[config.mk]
export PLATFORM = sky130hd
export DESIGN_NAME = tx_top
export DESIGN_NICKNAME = d
export VERILOG_FILES = /design/src/rtl/tx_pkg.sv /design/src/rtl/tx_branch.sv /design/src/rtl/tx_top.sv
export SDC_FILE = /design/constraint.sdc
export NUM_CORES = 2
export LEC_CHECK = 0
export CORE_MARGIN = 4
export CORE_UTILIZATION = 35
export DETAILED_ROUTE_END_ITERATION = 6
export GPL_TIMING_DRIVEN = 0
export PLACE_DENSITY = 0.5
export SLEW_MARGIN = 0
export SYNTH_ARGS = -nofsm -noshare
export SYNTH_HDL_FRONTEND = slang
export SYNTH_SLANG_ARGS = --single-unit
[constraint.sdc]
create_clock -name clk -period 32 [get_ports clk]
set_input_delay 6.4 -clock clk [delete_from_list [all_inputs] [get_ports clk]]
set_output_delay 6.4 -clock clk [all_outputs]
set_load 0.02 [all_outputs]
[src/rtl/tx_pkg.sv]
// tx_pkg: shared constants for the QPSK test transmitter (RRC table, PRBS taps, seeds, saturation).
package tx_pkg;
  localparam int DEF_OS = 4;
  localparam int DEF_NTAPS = 24;
  localparam int DEF_COEF_W = 16;
  localparam logic [8:0] DEF_SEED_I = 9'h1AA;
  localparam logic [8:0] DEF_SEED_Q = 9'h1FE;
  localparam int PRBS_TAP_HI = 8;
  localparam int PRBS_TAP_LO = 4;
  localparam int SAT_MAX = 32767;
  localparam int SAT_MIN = -32768;
  // RRC, rolloff 0.5, OS=4, centred between taps 11 and 12, S(16,14) round-to-nearest
  localparam logic signed [DEF_COEF_W-1:0] RRC_H [DEF_NTAPS] = '{
    -16'sd125, -16'sd323, -16'sd38, 16'sd536, 16'sd622, -16'sd399,
    -16'sd2039, -16'sd2546, -16'sd25, 16'sd5852, 16'sd13009, 16'sd17933,
    16'sd17933, 16'sd13009, 16'sd5852, -16'sd25, -16'sd2546, -16'sd2039,
    -16'sd399, 16'sd622, 16'sd536, -16'sd38, -16'sd323, -16'sd125
  };
endpackage

[src/rtl/tx_branch.sv]
// tx_branch: one rail -- PRBS9, +/-1 mapper, zero-stuffed delay line, multiplier-free FIR, saturation.
// TX_FILTER_BYPASS_EN replaces the FIR with x[n]*16384.
module tx_branch
  import tx_pkg::*;
#(
  parameter int NTAPS = DEF_NTAPS,
  parameter int COEF_W = DEF_COEF_W,
  parameter logic [8:0] SEED = DEF_SEED_I,
  parameter logic signed [COEF_W-1:0] H [NTAPS] = RRC_H
) (
  input  logic               clk,
  input  logic               reset,
  input  logic               i_sym,
  output logic signed [15:0] o_sample
);
  logic [8:0] r_lfsr;
  logic w_bit;
  assign w_bit = r_lfsr[PRBS_TAP_HI];
  always_ff @(posedge clk or posedge reset)
    if (reset) r_lfsr <= SEED;
    else if (i_sym) r_lfsr <= {r_lfsr[7:0], r_lfsr[PRBS_TAP_HI] ^ r_lfsr[PRBS_TAP_LO]};
`ifdef TX_FILTER_BYPASS_EN
  always_ff @(posedge clk or posedge reset)
    if (reset) o_sample <= '0;
    else o_sample <= i_sym ? (w_bit ? -16'sd16384 : 16'sd16384) : '0;
`else
  localparam int ACC_W = COEF_W + 6;
  logic [NTAPS-2:0] r_nz, r_neg;
  logic [NTAPS-1:0] w_nz, w_neg;
  logic signed [ACC_W-1:0] w_acc;
  // tap 0 is the current sample, so y[n] lands in the output register on edge n
  assign w_nz = {r_nz, i_sym};
  assign w_neg = {r_neg, w_bit};
  always_comb begin
    w_acc = '0;
    for (int k = 0; k < NTAPS; k++)
      if (w_nz[k]) w_acc = w_neg[k] ? w_acc - ACC_W'(H[k]) : w_acc + ACC_W'(H[k]);
  end
  always_ff @(posedge clk or posedge reset)
    if (reset) begin
      r_nz <= '0;
      r_neg <= '0;
      o_sample <= '0;
    end else begin
      r_nz <= w_nz[NTAPS-2:0];
      r_neg <= w_neg[NTAPS-2:0];
      o_sample <= w_acc > ACC_W'(SAT_MAX) ? 16'sh7fff :
                  w_acc < ACC_W'(SAT_MIN) ? 16'sh8000 : w_acc[15:0];
    end
`endif
endmodule

[src/rtl/tx_top.sv]
// tx_top: QPSK baseband test source -- shared symbol phase counter driving I and Q branches.
// Optional TX_FILTER_BYPASS_EN bypasses the RRC filter in both branches.
module tx_top
  import tx_pkg::*;
#(
  parameter int OS = DEF_OS,
  parameter int NTAPS = DEF_NTAPS,
  parameter int COEF_W = DEF_COEF_W,
  parameter logic [8:0] SEED_I = DEF_SEED_I,
  parameter logic [8:0] SEED_Q = DEF_SEED_Q,
  parameter logic signed [COEF_W-1:0] H [NTAPS] = RRC_H
) (
  input  logic               clk,
  input  logic               reset,
  output logic signed [15:0] sI_out,
  output logic signed [15:0] sQ_out
);
  localparam int PW = $clog2(OS);
  logic [PW-1:0] r_phase;
  logic w_sym;
  assign w_sym = r_phase == '0;
  always_ff @(posedge clk or posedge reset)
    if (reset) r_phase <= '0;
    else r_phase <= (r_phase == PW'(OS - 1)) ? '0 : r_phase + 1'b1;
  tx_branch #(.NTAPS(NTAPS), .COEF_W(COEF_W), .SEED(SEED_I), .H(H)) u_i (
    .clk(clk), .reset(reset), .i_sym(w_sym), .o_sample(sI_out)
  );
  tx_branch #(.NTAPS(NTAPS), .COEF_W(COEF_W), .SEED(SEED_Q), .H(H)) u_q (
    .clk(clk), .reset(reset), .i_sym(w_sym), .o_sample(sQ_out)
  );
endmodule

; ---- Yosys cells after proc, flatten, opt, wreduce, memory -nomap -nowiden
; Cells that the tools add are included.
[op_classes]
mux = 101
reduce_logical = 1
addsub = 93
n_bitwise = 2
n_eq_ne = 1
order_cmp = 4
[op_table]
columns = operator, count
row1 = $mux 22, 96
row2 = $add 22x10->22 const B, 8
row3 = $add 22x11->22 const B, 8
row4 = $sub 22x10->22 const B, 8
row5 = $sub 22x11->22 const B, 8
row6 = $add 22x12->22 const B, 4
row7 = $add 22x13->22 const B, 4
row8 = $add 22x14->22 const B, 4
row9 = $add 22x15->22 const B, 4
row10 = $add 22x16->22 const B, 4
row11 = $add 22x6->22 const B, 4
row12 = $add 22x7->22 const B, 4
row13 = $sub 22x12->22 const B, 4
row14 = $sub 22x13->22 const B, 4
row15 = $sub 22x14->22 const B, 4
row16 = $sub 22x15->22 const B, 4
row17 = $sub 22x16->22 const B, 4
row18 = $sub 22x6->22 const B, 4
row19 = $sub 22x7->22 const B, 4
row20 = $mux 16, 4
row21 = $add 22x8->22 const B, 2
row22 = $gt 22x16->1 const B, 2
row23 = $lt 22x16->1 const B, 2
row24 = $sub 22x8->22 const B, 2
row25 = other kinds (5), 6
[totals]
ff_bits = 144
word_cells = 211

; ---- Depth between registers and ports, before layout
[depth]
ltp_word = 74
mapped_depth = 155
mapped_depth_nobuf = 153

; ---- Modules after synthesis
; A second synthesis with hierarchy kept.
[hier_totals]
hier_cells = 8633
hier_area_um2 = 61506.5
[by_module_without_submodules]
columns = mod, instances, cells_per_inst, area_each_um2
row1 = tx_branch (u_q), 1, 4331, 30774.5
row2 = tx_branch (u_i), 1, 4294, 30641.9
row3 = tx_top, 1, 8, 90.1

; ---- Least setup slack after synthesis
; Ideal clock, no wire load.
[synth_timing]
path_type = flip-flop to flip-flop
start = register r_phase[0]
end = register u_i.o_sample[6]
t_required_ns = 31.935
arrival_ns = 27.605
stages_incl_launch_ff = 144
period_less_slack_ns = 27.670
setup_ns = 0.065
slack_ns = 4.330
path_cell_list = dfrtp_1 -> inv_1 -> ha_1 -> buf_2 -> buf_2 -> buf_1 -> and2_1 -> ha_1 -> and4_1 -> or2_2 -> ha_1 -> or4_1 -> a21bo_2 -> a31oi_1 -> fa_1 -> mux2_2 -> ha_1 -> a21oi_1 -> (+108 left out) -> o41ai_1 -> xor2_1 -> a21oi_1 -> ha_1 -> or3_1 -> nor3b_1 -> a311oi_1 -> inv_1 -> ha_1 -> a21o_1 -> a41oi_1 -> xor2_1 -> o21a_1 -> a22oi_1 -> o211ai_1 -> o41a_2 -> a311o_1 -> nand2_1
[synth_via]
elab_chain_cells = 74
elab_cells_between_ends = 98
cone_classes = add/sub (46) / order compare (2) / mux (49) / reduce/logical (1)
[synth_lines]
columns = item, line
row1 = start: declaration, tx_top.sv:19  ; logic [PW-1:0] r_phase;
row2 = start signal: assignment, tx_top.sv:24  ; else r_phase <= (r_phase == PW'(OS - 1)) ? '0 : r_phase + 1'b1;
row3 = $logic_not 2->1 *, tx_top.sv:21  ; assign w_sym = r_phase == '0;
row4 = named net u_i.i_sym, tx_branch.sv:13  ; input logic i_sym,
row5 = $mux 22 *, tx_branch.sv:37  ; if (w_nz[k]) w_acc = w_neg[k] ? w_acc - ACC_W'(H[k]) : w_acc + ACC_W'(H[k]);
row6 = $add 22x10->22 / $sub 22x10->22 (equally long branches), tx_branch.sv:37
row7 = $mux 22, tx_branch.sv:37
row8 = $mux 22 *, tx_branch.sv:37
row9 = $add 22x7->22 / $sub 22x7->22 (equally long branches), tx_branch.sv:37
row10 = $mux 22, tx_branch.sv:37
row11 = (+59 left out), --
row12 = $mux 22, tx_branch.sv:37
row13 = $mux 22 *, tx_branch.sv:37
row14 = $add 22x8->22 / $sub 22x8->22 (equally long branches), tx_branch.sv:37
row15 = $mux 22, tx_branch.sv:37
row16 = $mux 22 *, tx_branch.sv:37
row17 = $lt 22x16->1, tx_branch.sv:48  ; w_acc < ACC_W'(SAT_MIN) ? 16'sh8000 : w_acc[15:0];
row18 = $mux 16, tx_branch.sv:48
row19 = $mux 16 *, tx_branch.sv:47  ; o_sample <= w_acc > ACC_W'(SAT_MAX) ? 16'sh7fff :
row20 = end signal: assignment, tx_branch.sv:47
row21 = end: declaration, tx_branch.sv:14  ; output logic signed [15:0] o_sample
; The timed path passes the listed nets; every way through them passes the cells marked *.
; A chain may end at the register's enable or synchronous reset.

; ---- Final worst setup path
[layout_timing]
start = register r_phase[0]
end = register u_q.o_sample[6]
[layout_via]
elab_chain_cells = 74
elab_cells_between_ends = 98
cone_classes = add/sub (46) / order compare (2) / mux (49) / reduce/logical (1)
[layout_lines]
columns = item, line
row1 = $logic_not 2->1 *, tx_top.sv:21
row2 = named net u_i.i_sym, tx_branch.sv:13
row3 = $mux 22 *, tx_branch.sv:37
row4 = $add 22x10->22 / $sub 22x10->22 (equally long branches), tx_branch.sv:37
row5 = $mux 22, tx_branch.sv:37
row6 = $mux 22 *, tx_branch.sv:37
row7 = $add 22x7->22 / $sub 22x7->22 (equally long branches), tx_branch.sv:37
row8 = $mux 22, tx_branch.sv:37
row9 = (+59 left out), --
row10 = $mux 22, tx_branch.sv:37
row11 = $mux 22 *, tx_branch.sv:37
row12 = $add 22x8->22 / $sub 22x8->22 (equally long branches), tx_branch.sv:37
row13 = $mux 22, tx_branch.sv:37
row14 = $mux 22 *, tx_branch.sv:37
row15 = $lt 22x16->1, tx_branch.sv:48
row16 = $mux 16, tx_branch.sv:48
row17 = $mux 16 *, tx_branch.sv:47
row18 = end signal: assignment, tx_branch.sv:47
row19 = end: declaration, tx_branch.sv:14
; Marks and branches as above.

==> metrics.md <==
| Metric | Value |
|---|---|
| Cell Count, Final, Fillers Out | about 11,000 |
| Slew headroom | -9.42% |
| CTS tree | yes |
| DRT iter0 DRCs | about 6,000 |
| Worst-case clock buffer depth | 2 |
| Post-synth ARST share | 100% |
| Congestion Overflow GR | 0 |
| Sequential-to-total area share from yosys stat | under 10% |
| Routed Wire Length | approximately 270,000 µm |
| Routed vias/inst | a little over 6 |
| Gr usage total | around 29% |
| Hold Path Depth | 0 |
| Actual slew at the worst max-slew pin | between 1500 and 2000 ps |
| Syn-to-layout area delta | 10.4% |
| FF/Latch Area | between 0.003 and 0.004 mm² |
| Final Util | 39.0% |
| RD Place Congestion | 0.993 |
| Initial core utilization | between 30% and 40% |
| DP HPWL | between 200,000 and 250,000 µm |
| Top-count cell post-synth | nand2_1 |
| Maximum VDD drop | 35.9 µV |
| Reg power frac | between 40 and 50% |
| Hold Buf Count CTS | 0 |
| Post-Syn Area | about 0.060 mm² |
| Core area | between 0.15 and 0.2 mm² |
| WS Path Type | reg2reg |
| Layout cells sized above 1 | ~8.2% |
| Worst-path clk slew | around 70 ps |
| Clk root buf | clkbuf_16 |
| Crit path max fanout | 18 |
| Vias after detailed routing | about 68,000 |
| Pwr dens | ~5.6 mW/mm² |
| Flop-to-flop setup slack | 1310 ps |
| Yosys warning count | 0 |
| FF-to-FF path depth | approximately 140 |
| Vias in the first global route | between 60,000 and 70,000 |
| IO buf count | 33 |
| Worst path max stage delay | about 600 ps |
| Clock Power Share | about 58% |
| Ports | 34 |
| Tmin final | just over 30,000 ps |
| Int Pwr | between 200 and 300 µW |
| Final Hold Fails | 0 |
| Synth Area per Inst | between 6 and 7 µm² |
| Avg WL per Cell | about 25 µm |
| Max cap viols | 3 |
| Synth top cells by count | nand2_1 (920), ha_1 (840), a21oi_1 (802), nor2_1 (802), o21ai_0 (589) |
| Final period utilization | approximately 96% |
| Net Sw Frac | between 30% and 40% |
| DP Area | 0.0632 mm² |
| Initial antenna violation count | 3 |
| Comb power frac | around 1.3% |
| Top post-synthesis cells by area | ha_1 (18%), a21oi_1 (6.7%), xnor2_1 (6.5%) |
| Die height | roughly 420 µm |
| Origin of the critical flop-to-flop path | r_phase[0] |
| DP Cell Count | between 10,000 and 15,000 |
| Worst setup SP type | flop |
| DRC viols | 0 |
| Crit. End Element | flop |
| Fmax | around 33 MHz |
| TritonCTS buffer count | 17 |
| FP Rows | 151 |
| Hold Crit Start | u_i.r_nz[1] |
| Multi-input gate area | approximately 0.056 mm² |
| Hold WC Path Type | reg2reg |
| Failing checks | max-capacitance violations, max-slew violations |
| Synth top area share | between 10% and 20% |
| Area leader, netlist | ha_1 |
| Final Max Slew Viols | 11 |
| Post-route ant nets | 0 |
| Clk sinks | approximately 120 |
| Setup Skew | just over 30 ps |
| Nets@finish | between 9,000 and 10,000 |
| Ys flop type | dfrtp_1 |
| Static leakage | around 0.028 µW |
| Die area | between 0.15 and 0.2 mm² |
| WHS | about 370 ps |
| Final setup fails | 0 |
| Mapped Nets | between 9,000 and 10,000 |
| Worst-Skew Late Latency | between 500 and 600 ps |
| Total iterations of the first detailed-routing run | 6 |
| First-pass GRT wire length | slightly above 400,000 µm |
| CP max stage cell | o41a_4 |
| ANT cells | 0 |
| Arr. time, crit path | slightly above 30,000 ps |
| Req. time, crit path | 32,450 ps |
| # fillers | ~18,000 |
| H-Tree Depth | 4 |
| Status | complete, but fails checks |
| CP most frequent cell | ha_1 |
| WHS Endpoint | u_i.r_nz[2] |
| Synth Instances | 8,590 |
| Largest net degree at the start of global routing | 71 |
| NetSw | between 100 and 150 µW |
| Netlist cell types | around 110 |
| #FFs+latches synth | approximately 120 |
| Number of flops mapped to enable cells by yosys | 0 |
| Final Instance Area | 0.0662 mm² |
| Die W | about 420 µm |
| Design Power | about 370 µW |
| Worst reg2reg path endpoint | u_q.o_sample[6] |
worst max-delay path by stage:
| stage | start | endpoint | slack (ps) |
|---|---|---|---|
| finish | r_phase[0] | u_q.o_sample[6] | 1310 |
| global route | r_phase[0] | u_i.o_sample[11] | -100 |
| CTS | r_phase[0] | u_i.o_sample[11] | 9 |
| detailed placement | r_phase[0] | u_i.o_sample[6] | -3120 |
| global placement | r_phase[0] | u_i.o_sample[6] | -3100 |
| floorplan | r_phase[0] | u_i.o_sample[6] | 4330 |
metal layers:
layer	share of wire, %	global-route usage (%)	wire length (µm)
met1	46	40.3	125000
met2	44	46.7	120000
met3	6.5	3.45	17800
met4	4.5	11.1	12400
met5	0.0044	0	12
power groups by stage:
| stage | sequential [µW] | clock, µW | combinational, µW |
|---|---|---|---|
| finish | 153 | 214 | 4.67 |
| global route | 153 | 223 | 5.33 |
| CTS | 153 | 222 | 4.88 |
| detailed placement | 156 | 0 | 4.87 |
| global placement | 156 | 0 | 4.28 |
| floorplan | 156 | 0 | 2.23 |
worst max-delay path, delay by kind of cell (launching register included):
family | cells | cell delay (ps)
AOI/OAI and AO/OA | 50 | 10170
DFF | 1 | 390
and+or+nand+nor | 31 | 5500
xor gates and xnor gates | 15 | 2480
adders and majority gates | 25 | 8890
muxes | 7 | 2180
buffers and inverters | 9 | 950
per-stage QoR:
step,worst slack [ps],setup TNS (ps)
2_1_floorplan,4330,0
3_3_place_gp,-3100,-85240
3_5_place_dp,-3120,-85470
4_1_cts,9.34,0
5_1_grt,-103,-966
6_report,1310,0
cell type report:
| cell class | instances | share of cell area [%] |
|---|---|---|
| multi-input combinational | 7794 | 85.1 |
| sequential | 121 | 4.60 |
| tap | 2218 | 4.19 |
| inverter | 397 | 2.27 |
| buffer | 268 | 1.61 |
| timing repair buffer | 112 | 1.44 |
| clock buffer | 17 | 0.642 |
| clock inverter | 15 | 0.197 |
state kept, by name, indices dropped and copies added (netlist names):
| name | flops |
|---|---|
| u_q.r_lfsr | 9 |
| u_i.o_sample | 16 |
| u_i.r_neg | 23 |
| u_q.o_sample | 16 |
| u_i.r_nz | 23 |
| r_phase | 2 |
| u_i.r_lfsr | 9 |
| u_q.r_neg | 23 |
repair_timing:
item,CTS,global route
endpoints found under the setup margin,32,32
resized for setup,102,322
buffers inserted,10,64
pin swaps,9,66
kinds of logic after synthesis:
kind of cell               after synthesis  synth area share (%)
DFF                                    121                  5.08
adders and majority gates              890                  19.2
muxes                                  194                  3.51
buffers and inverters                  675                  4.28
AOI/OAI and AO/OA                     3147                  34.9
and+or+nand+nor                       2864                  22.3
xor gates and xnor gates               699                  10.8
placed cells by master, fill, tap and decap left out, types with 194 or more instances in the layout:
cell	n
a21oi_1	766
a21o_1	336
o21a_1	200
ha_1	809
clkbuf_1	197
xnor2_1	427
xor2_1	217
nor2_1	788
nand3_1	194
inv_1	388
nand2_1	918
o21ai_0	543
(Power assumes the default switching activity.)
